<file path="src/rtl/lzc_pkg.sv">
// lzc_pkg: mode encoding and width/bit-order helpers shared by the leading-zero counter
package lzc_pkg;
  typedef enum logic [1:0] {CLZ = 2'b00, CTZ = 2'b01, CLS = 2'b10, RSVD = 2'b11} lzc_mode_t;
  function automatic int count_width(input int w);
    return $clog2(w) + 1;
  endfunction
  function automatic int index_width(input int g);
    return (g > 1) ? $clog2(g) : 1;
  endfunction
  function automatic logic [63:0] bit_reverse(input logic [63:0] x);
    logic [63:0] r;
    for (int i = 0; i < 64; i++) r[i] = x[63-i];
    return r;
  endfunction
endpackage

</file>
<file path="src/rtl/lzc_group_encoder.sv">
// lzc_group_encoder: index of the first non-zero nibble from the MSB (flag bit 0 = MSB nibble)
module lzc_group_encoder
  import lzc_pkg::*;
#(
  parameter int GROUPS = 8,
  localparam int IW = index_width(GROUPS)
) (
  input  logic [GROUPS-1:0] zero,
  output logic [IW-1:0]     idx,
  output logic              all_zero
);
  always_comb begin
    idx = '0;
    for (int g = GROUPS - 1; g >= 0; g--)
      if (!zero[g]) idx = IW'(g);
    all_zero = &zero;
  end
endmodule

</file>
<file path="src/rtl/lzc_pipelined_counter.sv">
// lzc_pipelined_counter: pipelined CLZ/CTZ/CLS counter with valid/ready handshake.
// Define LZC_NORMALIZE_EN to add norm_o, the operand shifted by the count.
module lzc_pipelined_counter
  import lzc_pkg::*;
#(
  parameter int DATA_WIDTH  = 32,
  parameter int PIPE_STAGES = 2
) (
  input  logic                                  clk_i,
  input  logic                                  rst_n_i,
  input  logic                                  valid_i,
  output logic                                  ready_o,
  input  logic [DATA_WIDTH-1:0]                 operand_i,
  input  logic [1:0]                            mode_i,
  output logic                                  valid_o,
  input  logic                                  ready_i,
  output logic [count_width(DATA_WIDTH)-1:0]    count_o,
  output logic                                  all_zero_o
`ifdef LZC_NORMALIZE_EN
  ,
  output logic [DATA_WIDTH-1:0]                 norm_o
`endif
);
  localparam int W  = DATA_WIDTH;
  localparam int G  = W / 4;
  localparam int CW = count_width(W);
  localparam int IW = index_width(G);
  typedef struct packed {
    logic [G-1:0][1:0] cnt;
    logic [G-1:0]      zero;
    lzc_mode_t         mode;
`ifdef LZC_NORMALIZE_EN
    logic [W-1:0]      op;
`endif
  } mid_t;
  if (W != 8 && W != 16 && W != 32 && W != 64) begin : g_bad_width
    $error("DATA_WIDTH must be 8, 16, 32 or 64");
  end
  if (PIPE_STAGES != 1 && PIPE_STAGES != 2) begin : g_bad_stages
    $error("PIPE_STAGES must be 1 or 2");
  end
  lzc_mode_t         mode;
  logic [W-1:0]      word;
  logic [G-1:0][1:0] nib_cnt;
  logic [G-1:0]      nib_zero;
  mid_t              front, mid;
  logic              mid_valid, ld, az;
  logic [IW-1:0]     idx;
  logic [CW-1:0]     raw, cnt;
  assign mode = lzc_mode_t'(mode_i);
  // CLS turns "bits equal to the MSB" into leading zeros of adjacent-bit differences
  assign word = mode == CTZ ? W'(bit_reverse(64'(operand_i) << (64 - W)))
              : mode == CLS ? {1'b0, operand_i[W-1:1] ^ operand_i[W-2:0]} : operand_i;
  for (genvar g = 0; g < G; g++) begin : g_nib
    logic [3:0] n;
    assign n           = word[W-1-4*g -: 4];
    assign nib_zero[g] = ~|n;
    assign nib_cnt[g]  = n[3] ? 2'd0 : n[2] ? 2'd1 : n[1] ? 2'd2 : 2'd3;
  end
  always_comb begin
    front      = '0;
    front.cnt  = nib_cnt;
    front.zero = nib_zero;
    front.mode = mode;
`ifdef LZC_NORMALIZE_EN
    front.op   = operand_i;
`endif
  end
  assign ld = !valid_o | ready_i;
  if (PIPE_STAGES == 2) begin : g_two
    mid_t q;
    logic v;
    always_ff @(posedge clk_i or negedge rst_n_i)
      if (!rst_n_i) begin
        v <= 1'b0;
        q <= '0;
      end else if (ready_o) begin
        v <= valid_i;
        if (valid_i) q <= front;
      end
    assign ready_o   = !v | ld;
    assign mid       = q;
    assign mid_valid = v;
  end else begin : g_one
    assign ready_o   = ld;
    assign mid       = front;
    assign mid_valid = valid_i;
  end
  lzc_group_encoder #(.GROUPS(G)) u_enc (
    .zero     (mid.zero),
    .idx      (idx),
    .all_zero (az)
  );
  assign raw = az ? CW'(W) : CW'({idx, mid.cnt[idx]});
  assign cnt = mid.mode == CLS ? (raw == '0 ? '0 : raw - CW'(1)) : raw;
  always_ff @(posedge clk_i or negedge rst_n_i)
    if (!rst_n_i) begin
      valid_o    <= 1'b0;
      count_o    <= '0;
      all_zero_o <= 1'b0;
    end else begin
      if (ld) valid_o <= mid_valid;
      if (ld && mid_valid) begin
        count_o    <= cnt;
        all_zero_o <= az;
      end
    end
`ifdef LZC_NORMALIZE_EN
  logic [W-1:0] shifted;
  assign shifted = mid.mode == CTZ ? mid.op >> cnt : mid.op << cnt;
  always_ff @(posedge clk_i or negedge rst_n_i)
    if (!rst_n_i) norm_o <= '0;
    else if (ld && mid_valid) norm_o <= shifted;
`endif
endmodule

</file>
<file path="config.mk">
export PLATFORM = sky130hd
export DESIGN_NAME = lzc_pipelined_counter
export DESIGN_NICKNAME = d
export VERILOG_FILES = /design/src/rtl/lzc_pkg.sv /design/src/rtl/lzc_group_encoder.sv /design/src/rtl/lzc_pipelined_counter.sv
export SDC_FILE = /design/constraint.sdc
export NUM_CORES = 1
export LEC_CHECK = 0
export ABC_AREA = 1
export CAP_MARGIN = 20
export CORE_ASPECT_RATIO = 2
export CORE_MARGIN = 2
export CORE_UTILIZATION = 45
export CTS_BUF_LIST = sky130_fd_sc_hd__clkbuf_8
export CTS_CLUSTER_DIAMETER = 80
export DETAILED_ROUTE_END_ITERATION = 10
export PLACE_DENSITY = 0.78
export SYNTH_ARGS = -nofsm -noshare
export SYNTH_HDL_FRONTEND = slang
export SYNTH_SLANG_ARGS = --single-unit
</file>
<file path="constraint.sdc">
create_clock -name clk_i -period 2.1 [get_ports clk_i]
set_input_delay 0.42 -clock clk_i [delete_from_list [all_inputs] [get_ports clk_i]]
set_output_delay 0.42 -clock clk_i [all_outputs]
set_load 0.1 [all_outputs]
</file>
* Word-level counts from Yosys, hierarchy flattened
Index checks and enable logic that the tools add are counted.
** Storage, ports and cells
- Register bits :: 35
- Bits of input ports :: 38
- Output and inout bits :: 9
- Logic and storage cells :: 83
** Operators by class
- $add $sub $neg :: 1
- Magnitude comparators :: 1
- Eq/ne operators :: 3
- Muxes and demuxes :: 39
- Bitwise operators :: 3
- Reductions and logical operators :: 22
** Operator list (number)
- $mux 32 :: 2
- $mux 2 :: 17
- $reduce_or 4->1 :: 8
- $xor 31x31->31 :: 1
- $mux 3 :: 8
- $mux 6 :: 3
- $logic_not 1->1 :: 10
- $mux 1 :: 8
- $reduce_and 8->1 :: 1
- $bmux 2 s3 :: 1
- $logic_not 6->1 :: 1
- $sub 6x1->6 const B :: 1
- $eq 2x2->1 const B :: 2
- $lt 3x4->1 const B :: 1
- $eq 2x1->1 const B :: 1
- $or 1x1->1 :: 2
- $reduce_and 2->1 :: 1
- $logic_and 1x1->1 :: 1

* Depth between registers and ports, before layout
- Depth after elaboration :: 14
- Depth in mapped cells :: 19
- Mapped depth without buffers :: 19

* Cells and area by module
Synthesis repeated with hierarchy kept, for this count alone.
** Second synthesis, totals
- Cells, all modules :: 408
- Area, all modules :: 2682.6 um2
** Modules (own cells, without submodules)
- lzc_pipelined_counter :: times used 1, cells each 391, area each 2605.0 um2, seq. area each 875.8 um2
- lzc_group_encoder :: times used 1, cells each 17, area each 77.6 um2, seq. area each 0.0 um2

* Worst setup path before layout
OpenSTA, ideal clock, no wires.
- Path kind :: reg2reg
- Start point :: reg valid_o
- End point :: reg g_two.q[6] (netlist name)
- Setup time :: 0.104 ns
- Data arrival time :: 3.182 ns
- Path slack :: -1.185 ns
- Stages on the path, launching flop included :: 7
- Clock period less this slack :: 3.285 ns
- Cell sequence :: dfrtp_1 nand3_1 nand2_1 buf_2 buf_1 nand2_1 o41ai_2
** Between the ends
- Word-level cells in the longest chain between the ends :: 4
** RTL lines
- from (decl) :: RTL line lzc_pipelined_counter.sv:15 : output logic valid_o,
- from (signal assigned) :: RTL line lzc_pipelined_counter.sv:102 : if (ld) valid_o <= mid_valid;
- $logic_not 1->1 :: RTL line lzc_pipelined_counter.sv:69 : assign ld = !valid_o | ready_i;
- $or 1x1->1 :: RTL line lzc_pipelined_counter.sv:69
- $or 1x1->1 :: RTL line lzc_pipelined_counter.sv:81 : assign ready_o = !v | ld;
- net ready_o :: RTL line lzc_pipelined_counter.sv:12 : output logic ready_o,
- $reduce_and 2->1 (no source line)
- to (signal assigned) :: RTL line lzc_pipelined_counter.sv:79 : if (valid_i) q <= front;
- to (decl) :: RTL line lzc_pipelined_counter.sv:71 : mid_t q;
The timed path passes the listed nets, and every way through them passes these cells.
A chain may end at the register's enable or synchronous reset.

* Final worst setup path
- Start point :: reg g_two.q[3] (netlist name)
- End point :: reg count_o[4]
** Between the ends
- Word-level cells in the longest chain between the ends :: 8
- Elaborated cells on any way between the ends :: 10
- Those cells by class :: 1 x add/sub; 7 x mux; 2 x reduce/logical
** RTL lines
- $mux 3 (2 in series) :: RTL line lzc_group_encoder.sv:15 : if (!zero[g]) idx = IW'(g);
- $bmux 2 s3 :: RTL line lzc_pipelined_counter.sv:94 : assign raw = az ? CW'(W) : CW'({idx, mid.cnt[idx]});
- $mux 2 (not written as such) :: RTL line lzc_pipelined_counter.sv:94
- $mux 6 (*) :: RTL line lzc_pipelined_counter.sv:94
- $sub 6x1->6 / $logic_not 6->1 (equally long branches) :: RTL line lzc_pipelined_counter.sv:95 : assign cnt = mid.mode == CLS ? (raw == '0 ? '0 : raw - CW'(1)) : raw;
- $mux 6 :: RTL line lzc_pipelined_counter.sv:95
- $mux 6 (*) :: RTL line lzc_pipelined_counter.sv:95
- to (signal assigned) :: RTL line lzc_pipelined_counter.sv:104 : count_o <= cnt;
- to (decl) :: RTL line lzc_pipelined_counter.sv:17 : output logic [count_width(DATA_WIDTH)-1:0] count_o,
Every way passes the cells marked *; elsewhere a longest branch is shown, timed or not. The select of a mux whose other input is x is not followed.

==> summary.txt <==
Clock network
  • CTS clk-pin slew, worst paths: 70 ps
  • Total CTS buffers: 5
  • Clock latency on the worst-skew pair: 280 ps
  • Root buf cell: clkbuf_8
  • TritonCTS clock tree: yes
  • Clk buf depth: 2
  • Clock sink count: 35
  • Hold-fix buffers at CTS: 0
  • H-Tree Depth: 2

Critical path
  • Cell Chain, Critical Path: nand2_1 -> a31oi_4 -> buf_4 -> nand3_2 -> nand3_2 -> nand2_2 -> inv_4 -> ha_4 -> inv_2 -> nor2_4 -> nand2_2 -> xnor2_2 -> a22o_1
  • Critical path class: flop to flop
  • CP Data Arrival Time: 2410 ps
  • Max FO, Critical Path: 5
  • Crit start category: flop
  • Max incr delay on CP: 540 ps
  • CP endpoint kind: flop
  • CP Buf/Inv Count: 3
  • Critical path's slowest cell: dfrtp_1
  • Top delay family on crit path: simple AND/OR/NAND/NOR gates
  • Critical Path RT: 2280 ps

STA
  • Worst setup margin: -126.9 ps
  • Worst Max-Slew Pin Slew: 507.2 ps
  • Unrepaired setup endpoints after global routing: yes
  • Peak Freq: 449.0 MHz
  • Final number of setup-violating endpoints: 5
  • Worst hold slack: 476.5 ps
  • Fin crit share: 1.060
  • Final Hold Vio Count: 0
  • Worst slew margin: 0.6599
  • Final Max Tran Viols: 0
  • Minimum clock period: 2227 ps
  • Clock skew: 4.133 ps

Power
  • Pwr per Cell Area: 677.6 nW/um^2
  • Cell Int Power: 1.520 mW
  • Clock share of power: 0.205
  • Overall power: 2.583 mW
  • Leakage: 1.774 nW
  • Comb pwr share: 0.456
  • Peak supply drop: 0.7467 mV
  • Reg power frac: 0.339
  • Psw: 1.063 mW
  • Switching Share: 0.4115

Yosys
  • Synth Instances: 353
  • Asr flop ratio synth: 1.000
  • Mean area per synthesized cell: 7.387 um^2
  • Syn nets: 393
  • Number of synthesized flops with an enable pin: 0
  • Synth Area in Compound Gates: 0.2351
  • Register area share after synthesis: 0.3359
  • Main synth FF type: dfrtp_1
  • Simple-Gate Fraction of Synth Area: 0.3181
  • Post-Synth Adder-Cell Area: 0.009597
  • Synth Area in XOR/XNOR: 0.01008
  • Yosys reg bits: 35
  • Main combinational cell family by area after synthesis: simple AND/OR/NAND/NOR gates
  • Post-synth cell types: 42
  • Yosys warnings: 0
  • Proportion of synthesized area in mux cells: 0
  • Post-Synthesis Cell Area: 2608 um^2

GRT
  • First-pass GRT wire length: 11.96 mm
  • Total gr overflow: 0
  • Initial antenna violation count: 0
  • Largest net degree at the start of global routing: 36
  • Vias in the first global route: 2,806
  • GRT Util Overall: 0.2320

Die
  • # IOs: 47
  • Die ar.: 6456 um^2
  • CORE AREA: 5660 um^2
  • Row count: 39
  • Die width: 57.83 um
  • Die Y-Extent: 111.7 um
  • Initial Utilization: 0.4607

Status
  • Status: finished, violations left
  • Violated checks: setup timing

Route
  • Routed WL: 7.804 mm
  • Iter 0 DRT Violations: 210
  • Post-DRT Antenna Nets: 0
  • DR pass1 iterations: 5
  • WL/cell: 15.45 um
  • Routed via count: 2,935
  • Remaining DRCs: 0
  • Routed vias/inst: 5.812

Cells and area
  • Fin util: 0.6735
  • Layout area overhead: 46.21%
  • Fillers: 449
  • NumNets Final: 483
  • Most frequent cells in the layout: nand2_1 (67), buf_4 (53), inv_1 (35), clkdlybuf4s50_1 (35), dfrtp_1 (34)
  • Share of cells above drive strength 1: 0.2883
  • Commonest non-fill, non-tap cell in the layout: nand2_1
  • Antenna cells: 0
  • Fin area: 3812 um^2

Placement
  • IO Port Bufs: 46
  • Placed instance area: 3412 um^2
  • Gpl congestion: 0.8824
  • Pre-CTS setup slack: -176.1 ps
  • Detail Placement HPWL: 5.381 mm

Job
  • Max Cap Viol: 0

Min path
  • Min-Delay Path Class: flop to flop
-- worst paths after layout --
| check | from | to | slack (ps) | cells after the start |
|---|---|---|---|---|
| hold reg to reg | count_o[3] | count_o[3] | 480 | 2 |
| min in group asynchronous | rst_n_i | g_two.v | 530 | 2 |
| hold / removal | count_o[3] | count_o[3] | 480 | 2 |
| max in group asynchronous | rst_n_i | valid_o | 1220 | 2 |
| setup reg to reg | g_two.q[3] | count_o[4] | -130 | 13 |
| setup / recovery | g_two.q[3] | count_o[4] | -130 | 13 |
-- layout make-up --
| type | instances | area [um^2] | area share |
|---|---|---|---|
| repair buffers | 95 | 878.3 | 0.2304 |
| flip-flops and latches | 35 | 879.6 | 0.2307 |
| inverters | 45 | 181.4 | 0.04759 |
| clock inverters | 1 | 3.754 | 0.0009846 |
| well taps | 61 | 76.32 | 0.02002 |
| multi-input cells | 261 | 1697 | 0.4450 |
| clock buffers | 7 | 96.34 | 0.02527 |
-- flip-flops by register name, summed over array words and instances, names as in the netlist --
| name | flops |
|---|---|
| all_zero_o | 1 |
| count_o | 6 |
| g_two.q | 26 |
| g_two.v | 1 |
| valid_o | 1 |
-- through the flow --
stage,TNS [ps],cells
floorplan,0,353
global placement,-892.1,485
detailed placement,-1687,485
CTS,0,497
global route,-1087,505
finish,-318.9,505
-- synth_stat cells, types with 2 or more instances --
library cell / number / area share
o22ai_1: 7 / 0.017
nor2_4: 4 / 0.017
dfrtp_1: 35 / 0.34
nand2_4: 2 / 0.0086
nor3_1: 15 / 0.029
nor4_1: 2 / 0.0048
xor2_1: 2 / 0.0067
o41ai_2: 3 / 0.019
inv_2: 7 / 0.010
nand2_2: 4 / 0.0096
a31oi_1: 4 / 0.0096
nor2_1: 26 / 0.037
o21ai_0: 12 / 0.023
a221oi_1: 3 / 0.010
buf_1: 2 / 0.0029
inv_1: 38 / 0.055
a22o_1: 10 / 0.034
o21ai_1: 3 / 0.0058
nand3_2: 3 / 0.012
nand3_1: 35 / 0.067
ha_1: 2 / 0.0096
nand4_1: 2 / 0.0048
buf_2: 10 / 0.019
a211oi_2: 2 / 0.0096
nor2_2: 2 / 0.0048
nand2_1: 75 / 0.11
a21oi_1: 7 / 0.013
or2_1: 2 / 0.0048
o211ai_1: 5 / 0.014
a211oi_1: 17 / 0.049
-- cell families after synthesis --
logic type / count (synthesis)
AOI/OAI and AO/OA: 80
xor gates and xnor gates: 3
adders and majority gates: 2
buffers and inverters: 59
DFF: 35
and+or+nand+nor: 174
-- power by group through the flow --
stage / registers [mW] / logic [mW] / clock network (mW)
finish: 0.877 / 1.18 / 0.529
global route: 0.889 / 1.26 / 0.559
CTS: 0.867 / 1.05 / 0.531
global placement: 0.874 / 1.01 / 0
detailed placement: 0.878 / 1.03 / 0
floorplan: 1.11 / 0.429 / 0
-- timing repair --
action | 4_1_cts | 5_1_grt
pin swaps | 8 | 19
buffers inserted | 2 | 7
endpoints found under the setup margin | 4 | 10
resized for setup | 5 | 43
gates cloned | 2 | 1
-- routing by layer --
metal  share of wire  vias to the layer above  wire, um  GRT usage
li1                -                     1419         -          -
met2            0.55                      137      4278     0.4333
met5               0                        -         0          0
met4           0.053                        0       411     0.1271
met3           0.049                       37       380    0.02671
met1            0.35                     1342      2733     0.2365
-- worst reg2reg max path: cells and delay by family, from the launching register on --
kind                       cells  cell delay [ps]
and+or+nand+nor                6              640
DFF                            1              540
AOI/OAI and AO/OA              2              390
buffers and inverters          3              280
xor gates and xnor gates       1              140
adders and majority gates      1              130
No activity file was read; power rests on OpenSTA's default activity.
